==> config.mk <==
export PLATFORM = sky130hd
export DESIGN_NAME = mod_n_updown_counter
export DESIGN_NICKNAME = d
export VERILOG_FILES = /design/src/rtl/counter_pkg.sv /design/src/rtl/mod_n_digit.sv /design/src/rtl/mod_n_updown_counter.sv
export SDC_FILE = /design/constraint.sdc
export NUM_CORES = 1
export LEC_CHECK = 0
export CAP_MARGIN = 20
export CORE_UTILIZATION = 42
export DETAILED_ROUTE_END_ITERATION = 10
export PLACE_DENSITY = 0.7
export SYNTH_ARGS = -nofsm -noshare
export SYNTH_HDL_FRONTEND = slang
export SYNTH_SLANG_ARGS = --single-unit
export TNS_END_PERCENT = 30
==> constraint.sdc <==
create_clock -name clk -period 1.85 [get_ports clk]
set_clock_uncertainty 0.2 [all_clocks]
set_input_delay 0.37 -clock clk [delete_from_list [all_inputs] [get_ports clk]]
set_output_delay 0.37 -clock clk [all_outputs]
set_load 0.05 [all_outputs]
==> src/rtl/counter_pkg.sv <==
// Shared definitions for the modulo-N counter family: digit width helper and
// direction encoding.
package counter_pkg;

    localparam logic DIR_UP = 1'b1;
    localparam logic DIR_DN = 1'b0;

    function automatic int digit_width(input int modulus);
        return $clog2(modulus);
    endfunction

endpackage

==> src/rtl/mod_n_digit.sv <==
// One modulo-MODULUS digit with synchronous step/load and async active-low clear.
// Loaded values at or above MODULUS are clamped so q_digit never leaves range.
module mod_n_digit
    import counter_pkg::*;
#(
    parameter int MODULUS = 10,
    parameter int DW      = digit_width(MODULUS)
) (
    input  logic          clk,
    input  logic          clear,
    input  logic          step,
    input  logic          up_dn,
    input  logic          load,
    input  logic [DW-1:0] d_digit,
    output logic [DW-1:0] q_digit,
    output logic          at_max,
    output logic          at_min
);

    localparam logic [DW-1:0] MAX_VAL = DW'(MODULUS - 1);

    logic [DW-1:0] d_clamped;

    assign at_max    = (q_digit == MAX_VAL);
    assign at_min    = (q_digit == '0);
    assign d_clamped = (d_digit > MAX_VAL) ? MAX_VAL : d_digit;

    always_ff @(posedge clk or negedge clear) begin
        if (!clear) begin
            q_digit <= '0;
        end else if (load) begin
            q_digit <= d_clamped;
        end else if (step) begin
            if (up_dn == DIR_UP) begin
                q_digit <= at_max ? '0 : q_digit + DW'(1);
            end else begin
                q_digit <= at_min ? MAX_VAL : q_digit - DW'(1);
            end
        end
    end

endmodule

==> src/rtl/mod_n_updown_counter.sv <==
// Synchronous multi-digit modulo-N up/down counter with load, enable and a
// combinational terminal count for chaining.
module mod_n_updown_counter
    import counter_pkg::*;
#(
    parameter int MODULUS = 10,
    parameter int DIGITS  = 2,
    parameter int DW      = digit_width(MODULUS)
) (
    input  logic                 clk,
    input  logic                 clear,
    input  logic                 en,
    input  logic                 up_dn,
    input  logic                 load,
    input  logic [DIGITS*DW-1:0] d,
    output logic [DIGITS*DW-1:0] q,
    output logic                 tc
);

    logic [DIGITS-1:0] step;
    logic [DIGITS-1:0] at_max;
    logic [DIGITS-1:0] at_min;

    // Carry ripples through a local variable; the value left after the top
    // digit is exactly the terminal count.
    always_comb begin
        logic carry;
        carry = en;
        step  = '0;
        for (int i = 0; i < DIGITS; i++) begin
            step[i] = carry;
            carry   = carry & ((up_dn == DIR_UP) ? at_max[i] : at_min[i]);
        end
        tc = carry;
    end

    for (genvar i = 0; i < DIGITS; i++) begin : g_digit
        mod_n_digit #(
            .MODULUS (MODULUS),
            .DW      (DW)
        ) u_digit (
            .clk     (clk),
            .clear   (clear),
            .step    (step[i]),
            .up_dn   (up_dn),
            .load    (load),
            .d_digit (d[i*DW +: DW]),
            .q_digit (q[i*DW +: DW]),
            .at_max  (at_max[i]),
            .at_min  (at_min[i])
        );
    end

endmodule
; ---- Word level (Yosys, flattened, before mapping)
; Cells that the tools add are included.
[totals]
elab_cells = 30
output_inout_bits = 9
reg_bits = 8
[classes]
eq_ne = 2
reduce_logical = 4
n_lt_le_gt_ge = 2
add_sub_neg = 4
bitwise_logic = 2
n_mux = 14
[op_table]
columns = operator, n
row1 = two-way mux 4 bit, 12
row2 = adder 4 x 1 -> 4 bit (second input constant), 2
row3 = equality test 4 bit (second input constant), 2
row4 = > comparator 4 bit (second input constant), 2
row5 = logical NOT 4 bit, 2
row6 = subtractor 4 x 1 -> 4 bit (second input constant), 2
row7 = nonzero test 2 bit, 2
row8 = AND 1 bit, 2
row9 = two-way mux 1 bit, 2

; ---- Depth between registers and ports, before layout
; Gate-level depths: netlist (run 1).
[depth]
ltp_word = 5
ltp_mapped = 6

; ---- Hierarchy
; From an unflattened synthesis (run 1), not the netlist that was laid out.
[hier_totals]
hier_cells = 96
hier_area_um2 = 844.6
[by_module_without_submodules]
columns = mod, area_per_inst_um2, cells_per_inst, seq_area_each_um2, instances
row1 = mod_n_digit, 397.9, 45, 100.1, 2
row2 = mod_n_updown_counter, 48.8, 6, 0.0, 1

; ---- Worst setup path before layout (run 1)
; Ideal clock, no wire load.
[synth_timing]
kind = register -> output
from = register g_digit[1].u_digit.q_digit[0]
to = output tc
required_time_ns = 1.280
path_stages_with_launch = 4
setup_slack_ns = -1.024
n_path_buf = 1
t_arrival_ns = 2.304
path_cell_list = dfrtp_1 -> buf_2 -> or3_1 -> a2111oi_2
[synth_via]
elab_chain_cells = 3
word_cells_on_any_way = 4
[synth_lines]
columns = item, line
row1 = from (decl), mod_n_digit.sv:15  ; output logic [DW-1:0] q_digit,
row2 = from (signal assigned), mod_n_digit.sv:32  ; q_digit <= d_clamped;
row3 = from (signal assigned), mod_n_digit.sv:35  ; q_digit <= at_max ? '0 : q_digit + DW'(1);
row4 = from (signal assigned), mod_n_digit.sv:37  ; q_digit <= at_min ? MAX_VAL : q_digit - DW'(1);
row5 = equality test 4 bit or logical NOT 4 bit (tied branches), "mod_n_digit.sv:24, mod_n_digit.sv:25"
row6 = two-way mux 1 bit *, mod_n_updown_counter.sv:32  ; carry = carry & ((up_dn == DIR_UP) ? at_max[i] : at_min[i]);
row7 = AND 1 bit *, mod_n_updown_counter.sv:32
row8 = to (decl), mod_n_updown_counter.sv:17  ; output logic tc
; Mark *: on every way between the ends. The rest lies on a longest branch, timed or not.

; ---- Worst setup path in the final report (run 1)
; Same ends and word-level chain as after synthesis.

==> reports/results.txt, run 1 <==
biggest regs: g_digit.u_digit.q_digit (8)
Critical Path Source Type: register
RD Place Congestion: 0.768
yosys warns: 0
status: complete, but fails checks
Post-CTS Setup Inserts: 0
worst skew pair latency: 0.25 ns
number of global-route vias before repair: 755
Rows: 15
GRT Overall Usage: 0.223
grt total ovfl: 0
crit share post-route: 1.15
TritonCTS Sinks: 8
CTS tree: done
Inserted Clock Buffers: 3
critical path required time: 1.28 ns
drc violations: 0
Max Slew Vio Count: 0
core area: 1760 sq um
top cell type by total area after synthesis: dfrtp_1
Max transition margin: 0.747
area of the die: 2090 sq um
flops & latches, synth: 8
Synth async-reset ratio: 1.00
I/O Pins: 22
Final WS setup: -0.272 ns
die width: 45.7 microns
count of unique library cells instantiated by Yosys: 42
H-Tree Depth: 1
violated checks: negative setup slack
Tmin final: 2.12 ns
P_leak: 0.000479 uW
clk slew on worst S/H paths: 0.05 ns
Antenna Nets Post-Route: 0
Synth area leaders: dfrtp_1 (25%), buf_6 (5.6%), o21ai_0 (5.0%)
WL/cell: 12.6 microns
detailed placer's ending HPWL: 1520 microns
max reg flops: 8
global-route wire length before repair: 3330 microns
PD cells: 663 nW/um^2
crit path DAT: 1.55 ns
main flop type after synthesis: dfrtp_1
cell area after synthesis: 802 sq um
Worst Max-Slew Pin Slew: 0.380 ns
Die Ht: 45.7 microns
Nets: 142
fill cell count: 167
1st-iter DRT viols: 20
# setup viols final: 1
CP endpoint kind: output pin
min-delay worst type: in2async
Max-cap violations: 0
Initial Utilization: 0.455
total negative setup slack: -0.272 ns
sequential area share after synthesis: 0.250
Layout area overhead: 50.5%
EDFF count, synth: 0
Hold Vio Cnt, Final: 0
initial antenna violation count: 0
depth of the most critical reg-to-reg path: 5
Max Fclk: 0.471 GHz
worst vdd ir: 0.000493 V
n_diodes: 0
Avg Inst Size Synth: 8.02 sq um
Inst Count DP: 149
Yosys top cell area share: 0.250
CTS Buffer Depth: 2
Non-Filler Instances: 153
share of post-route cells with drive strength above 1: 0.289
Via density: 5.42
vias: 829
Root Driver: clkbuf_4
TritonRoute pass-1 iters: 4
RSZ-0062 raised after global routing: yes
Mapped Cells: 100
peak fanout along the critical path: 2
Net Count, Synth: 113
final wirelength: 1930 microns
crit path kind: reg2out
Buffers on Ports: 21
Post-Place Setup Slack: -0.527 ns
Top reg by flops: g_digit.u_digit.q_digit
largest net degree at the start of global routing: 12
what timing repair did:
action / in CTS / in global routing
setup endpoints to repair: 6 / 1
pin swaps: 1 / 1
gates resized for setup: 2 / 0
hold buffers: 0 / 0
stage by stage:
step | util | hold slack, ns | cell area (sq um) | total power [uW]
after floorplan | - | -0.126 | 831 | 484
after CTS | 0.684 | 0.198 | 1210 | 807
after global routing | 0.684 | 0.217 | 1210 | 856
after detailed placement | 0.670 | 0.468 | 1180 | 664
final | 0.684 | 0.192 | 1210 | 800
after global placement | 0.670 | 0.466 | 1180 | 654
area by class of cell:
class	count	area, sq um	area share
clock buffers	4	26.3	0.0218
flip-flops and latches	8	205	0.170
multi-input cells	79	532	0.440
repair buffers	35	405	0.336
well taps	25	31.3	0.0259
inverters	2	7.51	0.00622
routing by layer:
layer	routed length [microns]	track usage	vias to the layer above
li1	-	-	420
met1	957	0.327	380
met2	887	0.343	27
met3	79	0.0238	2
met4	9	0.0706	0
met5	0	0	-
cells by family after synthesis:
logic type | share of synthesized area
compound gates | 0.292
xor+xnor | 0.0328
buf+inv | 0.109
flops | 0.250
simple gates | 0.317
cell usage after synthesis, drive strengths merged, types with 2 or more instances:
cell type	instances
nand2b	3
nand3	3
nor2b	5
xnor2	2
nand2	5
nand3b	3
nand4b	2
or2	2
a21oi	5
dfrtp	8
o21ai	9
nor3	2
nor2	9
inv	2
o22ai	2
o31ai	2
or3	2
buf	9
clkbuf	2
and3	2
a21boi	3
o211ai	2
report_power, final:
| group | internal [uW] | switching, uW | total (uW) | leakage (uW) |
|---|---|---|---|---|
| registers | 198 | 28.7 | 227 | 0.0000929 |
| logic | 213 | 221 | 434 | 0.000371 |
| clock network | 82.4 | 57.5 | 140 | 0.0000150 |
| total | 493 | 307 | 800 | 0.000479 |
path summary, 6_finish.rpt:
| check | slack [ns] | end | from |
|---|---|---|---|
| max in group asynchronous | 0.98 | g_digit[1].u_digit.q_digit[0] | clear |
| worst min-delay path | 0.19 | g_digit[0].u_digit.q_digit[3] | clear |
| worst max-delay path | -0.27 | tc | g_digit[1].u_digit.q_digit[0] |
| worst min register to register | 0.58 | g_digit[0].u_digit.q_digit[2] | g_digit[0].u_digit.q_digit[2] |
| worst max register to register | 0.12 | g_digit[0].u_digit.q_digit[3] | g_digit[0].u_digit.q_digit[2] |
| min in group clk | 0.51 | g_digit[0].u_digit.q_digit[2] | d[2] |
cells in the final DEF, fill, tap and decap left out, drive strengths merged, types with 4 or more instances in the layout:
master and instances:
nor2 9, clkbuf 4, dfrtp 8, a21oi 5, o21ai 9, clkdlybuf4s50 11, nand2 5, nor2b 5
buf 23
worst max-delay path, cell delays in order (launching register included):
cell and delay (ns):
dfrtp_2 0.40, or3_4 0.37, a2111oi_4 0.35, buf_12 0.18
(Power assumes the default switching activity.)
==> inputs of run 2 (changes only) <==
--- a/config.mk
+++ b/config.mk
@@ -6,6 +6,7 @@
 export NUM_CORES = 1
 export LEC_CHECK = 0
 export CAP_MARGIN = 20
+export CORE_ASPECT_RATIO = 1.4
 export CORE_UTILIZATION = 42
 export DETAILED_ROUTE_END_ITERATION = 10
 export PLACE_DENSITY = 0.7
==> reports/results.txt, run 2 (synthesis results as in run 1) <==
status: complete, but fails checks
violated checks: negative setup slack
Critical Path Source Type: register
Final WS setup: -0.295 ns
crit share post-route: 1.16
Tmin final: 2.15 ns
worst skew pair latency: 0.24 ns
PD cells: 650 nW/um^2
drc violations: 0
WL/cell: 13.5 microns
final wirelength: 2040 microns
Buffers on Ports: 21
CTS Buffer Depth: 2
number of global-route vias before repair: 807
Antenna Nets Post-Route: 0
Via density: 5.73
min-delay worst type: in2async
die width: 38.9 microns
largest net degree at the start of global routing: 17
share of post-route cells with drive strength above 1: 0.313
most frequent cells in the layout: buf_4 (18), clkdlybuf4s50_1 (11), nor2_1 (9), buf_12 (9), o21ai_0 (8)
Max transition margin: 0.739
Nets: 146
Inserted Clock Buffers: 3
Max-cap violations: 0
total negative setup slack: -0.295 ns
worst vdd ir: 0.000423 V
Hold-fix buffers, CTS: 0
Rows: 18
CTS tree: done
crit path DAT: 1.58 ns
CP endpoint kind: output pin
Post-Place Setup Slack: -0.529 ns
RR Startpoint: g_digit[0].u_digit.q_digit[0]
Die Ht: 53.7 microns
Hold Vio Cnt, Final: 0
biggest regs: g_digit.u_digit.q_digit (8)
R2R Path End: g_digit[0].u_digit.q_digit[3]
grt total ovfl: 0
Initial Utilization: 0.451
Util after Layout: 0.689
RD Place Congestion: 0.740
# setup viols final: 1
Placed Area: 1200 sq um
Max Fclk: 0.466 GHz
max reg flops: 8
detailed placer's ending HPWL: 1670 microns
Root Driver: clkbuf_4
n_diodes: 0
P_leak: 0.000498 uW
vias: 865
GRT Overall Usage: 0.228
RSZ-0062 raised after global routing: yes
TritonCTS Sinks: 8
initial antenna violation count: 0
global-route wire length before repair: 3320 microns
1st-iter DRT viols: 6
I/O Pins: 22
peak fanout along the critical path: 2
Worst Max-Slew Pin Slew: 0.392 ns
worst hold slack: 0.202 ns
Layout Cell Area excl Fill: 1230 sq um
most common cell after layout, fill and taps aside: buf_4
Top reg by flops: g_digit.u_digit.q_digit
core area: 1780 sq um
TritonRoute pass-1 iters: 4
area of the die: 2090 sq um
critical path required time: 1.28 ns
depth of the most critical reg-to-reg path: 5
Layout area overhead: 52.9%
clk slew on worst S/H paths: 0.05 ns
crit path kind: reg2out
Max Slew Vio Count: 0
r2r setup slk: 0.08 ns
H-Tree Depth: 1
==> run 2: changes by cell type in the layout (fill, tap and decap cells not counted) <==
cell             before  now
buf_4                14   18
clkbuf_1              1    0
clkdlybuf4s15_1       1    0
dlygate4sd2_1         0    1
==> run 2: per-stage QoR <==
step / power [uW] / std cells
floorplan: 484 / 100
global placement: 664 / 148
detailed placement: 677 / 148
CTS: 806 / 151
global route: 850 / 151
finish: 797 / 151
==> run 2: critical path: stages (launching register included) <==
cell,delay (ns)
dfrtp_2,0.39
or3_4,0.39
a2111oi_4,0.36
buf_12,0.18
==> run 2: repair_timing <==
action	4_1_cts	5_1_grt
setup buffers	0	0
gates resized for setup	1	0
pin swaps	3	1
endpoints found under the setup margin	8	2
hold endpoints to repair	0	0
==> run 2: report_power, final <==
part	total, uW	switching [uW]	internal, uW
sequential	226	28.0	198
clock	125	51.6	73.7
combinational	445	223	222
==> run 2: layout make-up <==
class	count	area [sq um]
clock buffers	3	22.5
fillers	156	553
inverters	2	7.51
multi-input cells	79	532
flip-flops and latches	8	205
well taps	20	25.0
repair buffers	39	434
==> run 2: metal layers <==
metal  up-vias  GRT usage  share of wire
li1        431          -              -
met1       414      0.214           0.37
met2        16      0.456           0.60
met3         4     0.0331          0.021
met4         0     0.0977          0.015
met5         -          0              0
==> run 2: how the worst max path moves through the flow <==
stage | to | from | slack [ns]
2_1_floorplan | tc | g_digit[1].u_digit.q_digit[0] | -0.48
3_3_place_gp | tc | up_dn | -0.51
3_5_place_dp | tc | up_dn | -0.53
4_1_cts | tc | g_digit[1].u_digit.q_digit[0] | -0.36
5_1_grt | tc | g_digit[1].u_digit.q_digit[0] | -0.37
6_report | tc | g_digit[1].u_digit.q_digit[0] | -0.30
==> inputs of run 3 (changes only) <==
--- a/config.mk
+++ b/config.mk
@@ -6,10 +6,9 @@
 export NUM_CORES = 1
 export LEC_CHECK = 0
 export CAP_MARGIN = 20
-export CORE_ASPECT_RATIO = 1.4
-export CORE_UTILIZATION = 42
+export CORE_UTILIZATION = 47
 export DETAILED_ROUTE_END_ITERATION = 10
-export PLACE_DENSITY = 0.7
+export PLACE_DENSITY = 0.77
 export SYNTH_ARGS = -nofsm -noshare
 export SYNTH_HDL_FRONTEND = slang
 export SYNTH_SLANG_ARGS = --single-unit
==> reports/results.txt, run 3 (synthesis results as in run 1) <==
Max-cap violations: 0
# setup viols final: 1
die width: 43.3 microns
I/O Pins: 22
Psw: 305 uW
min-delay worst type: in2async
Comb power frac: 0.546
Multi-input gate area: 532 sq um
critical path required time: 1.28 ns
TritonCTS Sinks: 8
crit path DAT: 1.58 ns
violated checks: negative setup slack
detailed placer's ending HPWL: 1540 microns
CTS tree: done
Via density: 5.88
WL/cell: 13.5 microns
worst vdd ir: 0.000496 V
worst hold slack: 0.191 ns
TritonRoute pass-1 iters: 7
Final WS setup: -0.300 ns
area of the die: 1880 sq um
Layout Cell Area excl Fill: 1220 sq um
Hold Vio Cnt, Final: 0
drc violations: 0
max reg flops: 8
n_diodes: 0
grt total ovfl: 0
Register Area: 205 sq um
fill cell count: 112
crit path kind: reg2out
CP endpoint kind: output pin
largest net degree at the start of global routing: 17
Tmin final: 2.15 ns
Hold-fix buffers, CTS: 0
most common cell after layout, fill and taps aside: buf_4
P_leak: 0.000491 uW
clock network fraction of total power: 0.164
share of post-route cells with drive strength above 1: 0.302
Buffers on Ports: 21
Placed Area: 1180 sq um
Critical Path Source Type: register
1st-iter DRT viols: 30
clk slew on worst S/H paths: 0.05 ns
Switching Share: 0.384
Top reg by flops: g_digit.u_digit.q_digit
crit share post-route: 1.16
Inserted Clock Buffers: 3
Max transition margin: 0.706
Worst Max-Slew Pin Slew: 0.442 ns
total negative setup slack: -0.300 ns
Antenna Nets Post-Route: 0
Root Driver: clkbuf_4
number of global-route vias before repair: 806
Initial Utilization: 0.520
status: complete, but fails checks
Post-Place Setup Slack: -0.509 ns
biggest regs: g_digit.u_digit.q_digit (8)
CTS Buffer Depth: 2
vias: 852
sequential share of power: 0.290
Rows: 14
H-Tree Depth: 1
PD cells: 653 nW/um^2
Max Fclk: 0.465 GHz
Die Ht: 43.3 microns
core area: 1540 sq um
initial antenna violation count: 0
global-route wire length before repair: 3370 microns
RSZ-0062 raised after global routing: yes
Layout area overhead: 51.6%
RD Place Congestion: 0.797
Pint: 490 uW
peak fanout along the critical path: 3
Nets: 144
Max Slew Vio Count: 0
final wirelength: 1950 microns
worst skew pair latency: 0.25 ns
GRT Overall Usage: 0.238
most frequent cells in the layout: buf_4 (15), clkdlybuf4s50_1 (11), nor2_1 (9), o21ai_0 (8), buf_12 (8)
==> run 3: final timing paths <==
check / depth (start not counted) / start / slack (ns) / to
max in group asynchronous: 1 / clear / 0.98 / g_digit[0].u_digit.q_digit[2]
min in group clk: 3 / d[1] / 0.52 / g_digit[0].u_digit.q_digit[1]
setup / recovery: 3 / g_digit[1].u_digit.q_digit[3] / -0.30 / tc
setup reg to reg: 5 / g_digit[0].u_digit.q_digit[0] / 0.10 / g_digit[0].u_digit.q_digit[3]
hold reg to reg: 4 / g_digit[0].u_digit.q_digit[2] / 0.56 / g_digit[0].u_digit.q_digit[2]
hold / removal: 1 / clear / 0.19 / g_digit[1].u_digit.q_digit[1]
==> run 3: power groups by stage <==
stage	clock (uW)	sequential [uW]	combinational, uW
CTS	135	230	429
floorplan	0	298	186
global route	147	233	466
finish	130	231	434
global placement	0	231	418
detailed placement	0	233	429
==> run 3: through the flow <==
step,power [uW],utilization,instances
after floorplan,484,-,100
after global placement,649,0.764,141
after detailed placement,662,0.764,141
after CTS,794,0.778,144
after global routing,845,0.789,145
final,795,0.789,145
==> run 3: repair_timing <==
action                                  CTS  global route
resized for setup                         2             2
pin swaps                                 1             3
endpoints found under the setup margin    8             2
buffers inserted                          0             1
==> run 3: layout make-up <==
| cell class | instances | area share |
|---|---|---|
| sequential | 8 | 0.169 |
| timing repair buffer | 37 | 0.353 |
| clock buffer | 3 | 0.0185 |
| inverter | 2 | 0.00617 |
| multi-input combinational | 79 | 0.437 |
| tap | 16 | 0.0165 |
==> run 3: worst max-delay path, cell delays in order, from the launching register on <==
cell and delay, ns:
dfrtp_1 0.39, or3_4 0.38, a2111oi_4 0.33, clkbuf_16 0.23
==> run 3: layer usage <==
metal / vias to the layer above / GRT usage / wire length [microns]
li1: 429 / - / -
met5: - / 0 / 0
met4: 0 / 0.0909 / 29
met2: 38 / 0.391 / 972
met3: 4 / 0.0383 / 126
met1: 381 / 0.312 / 826
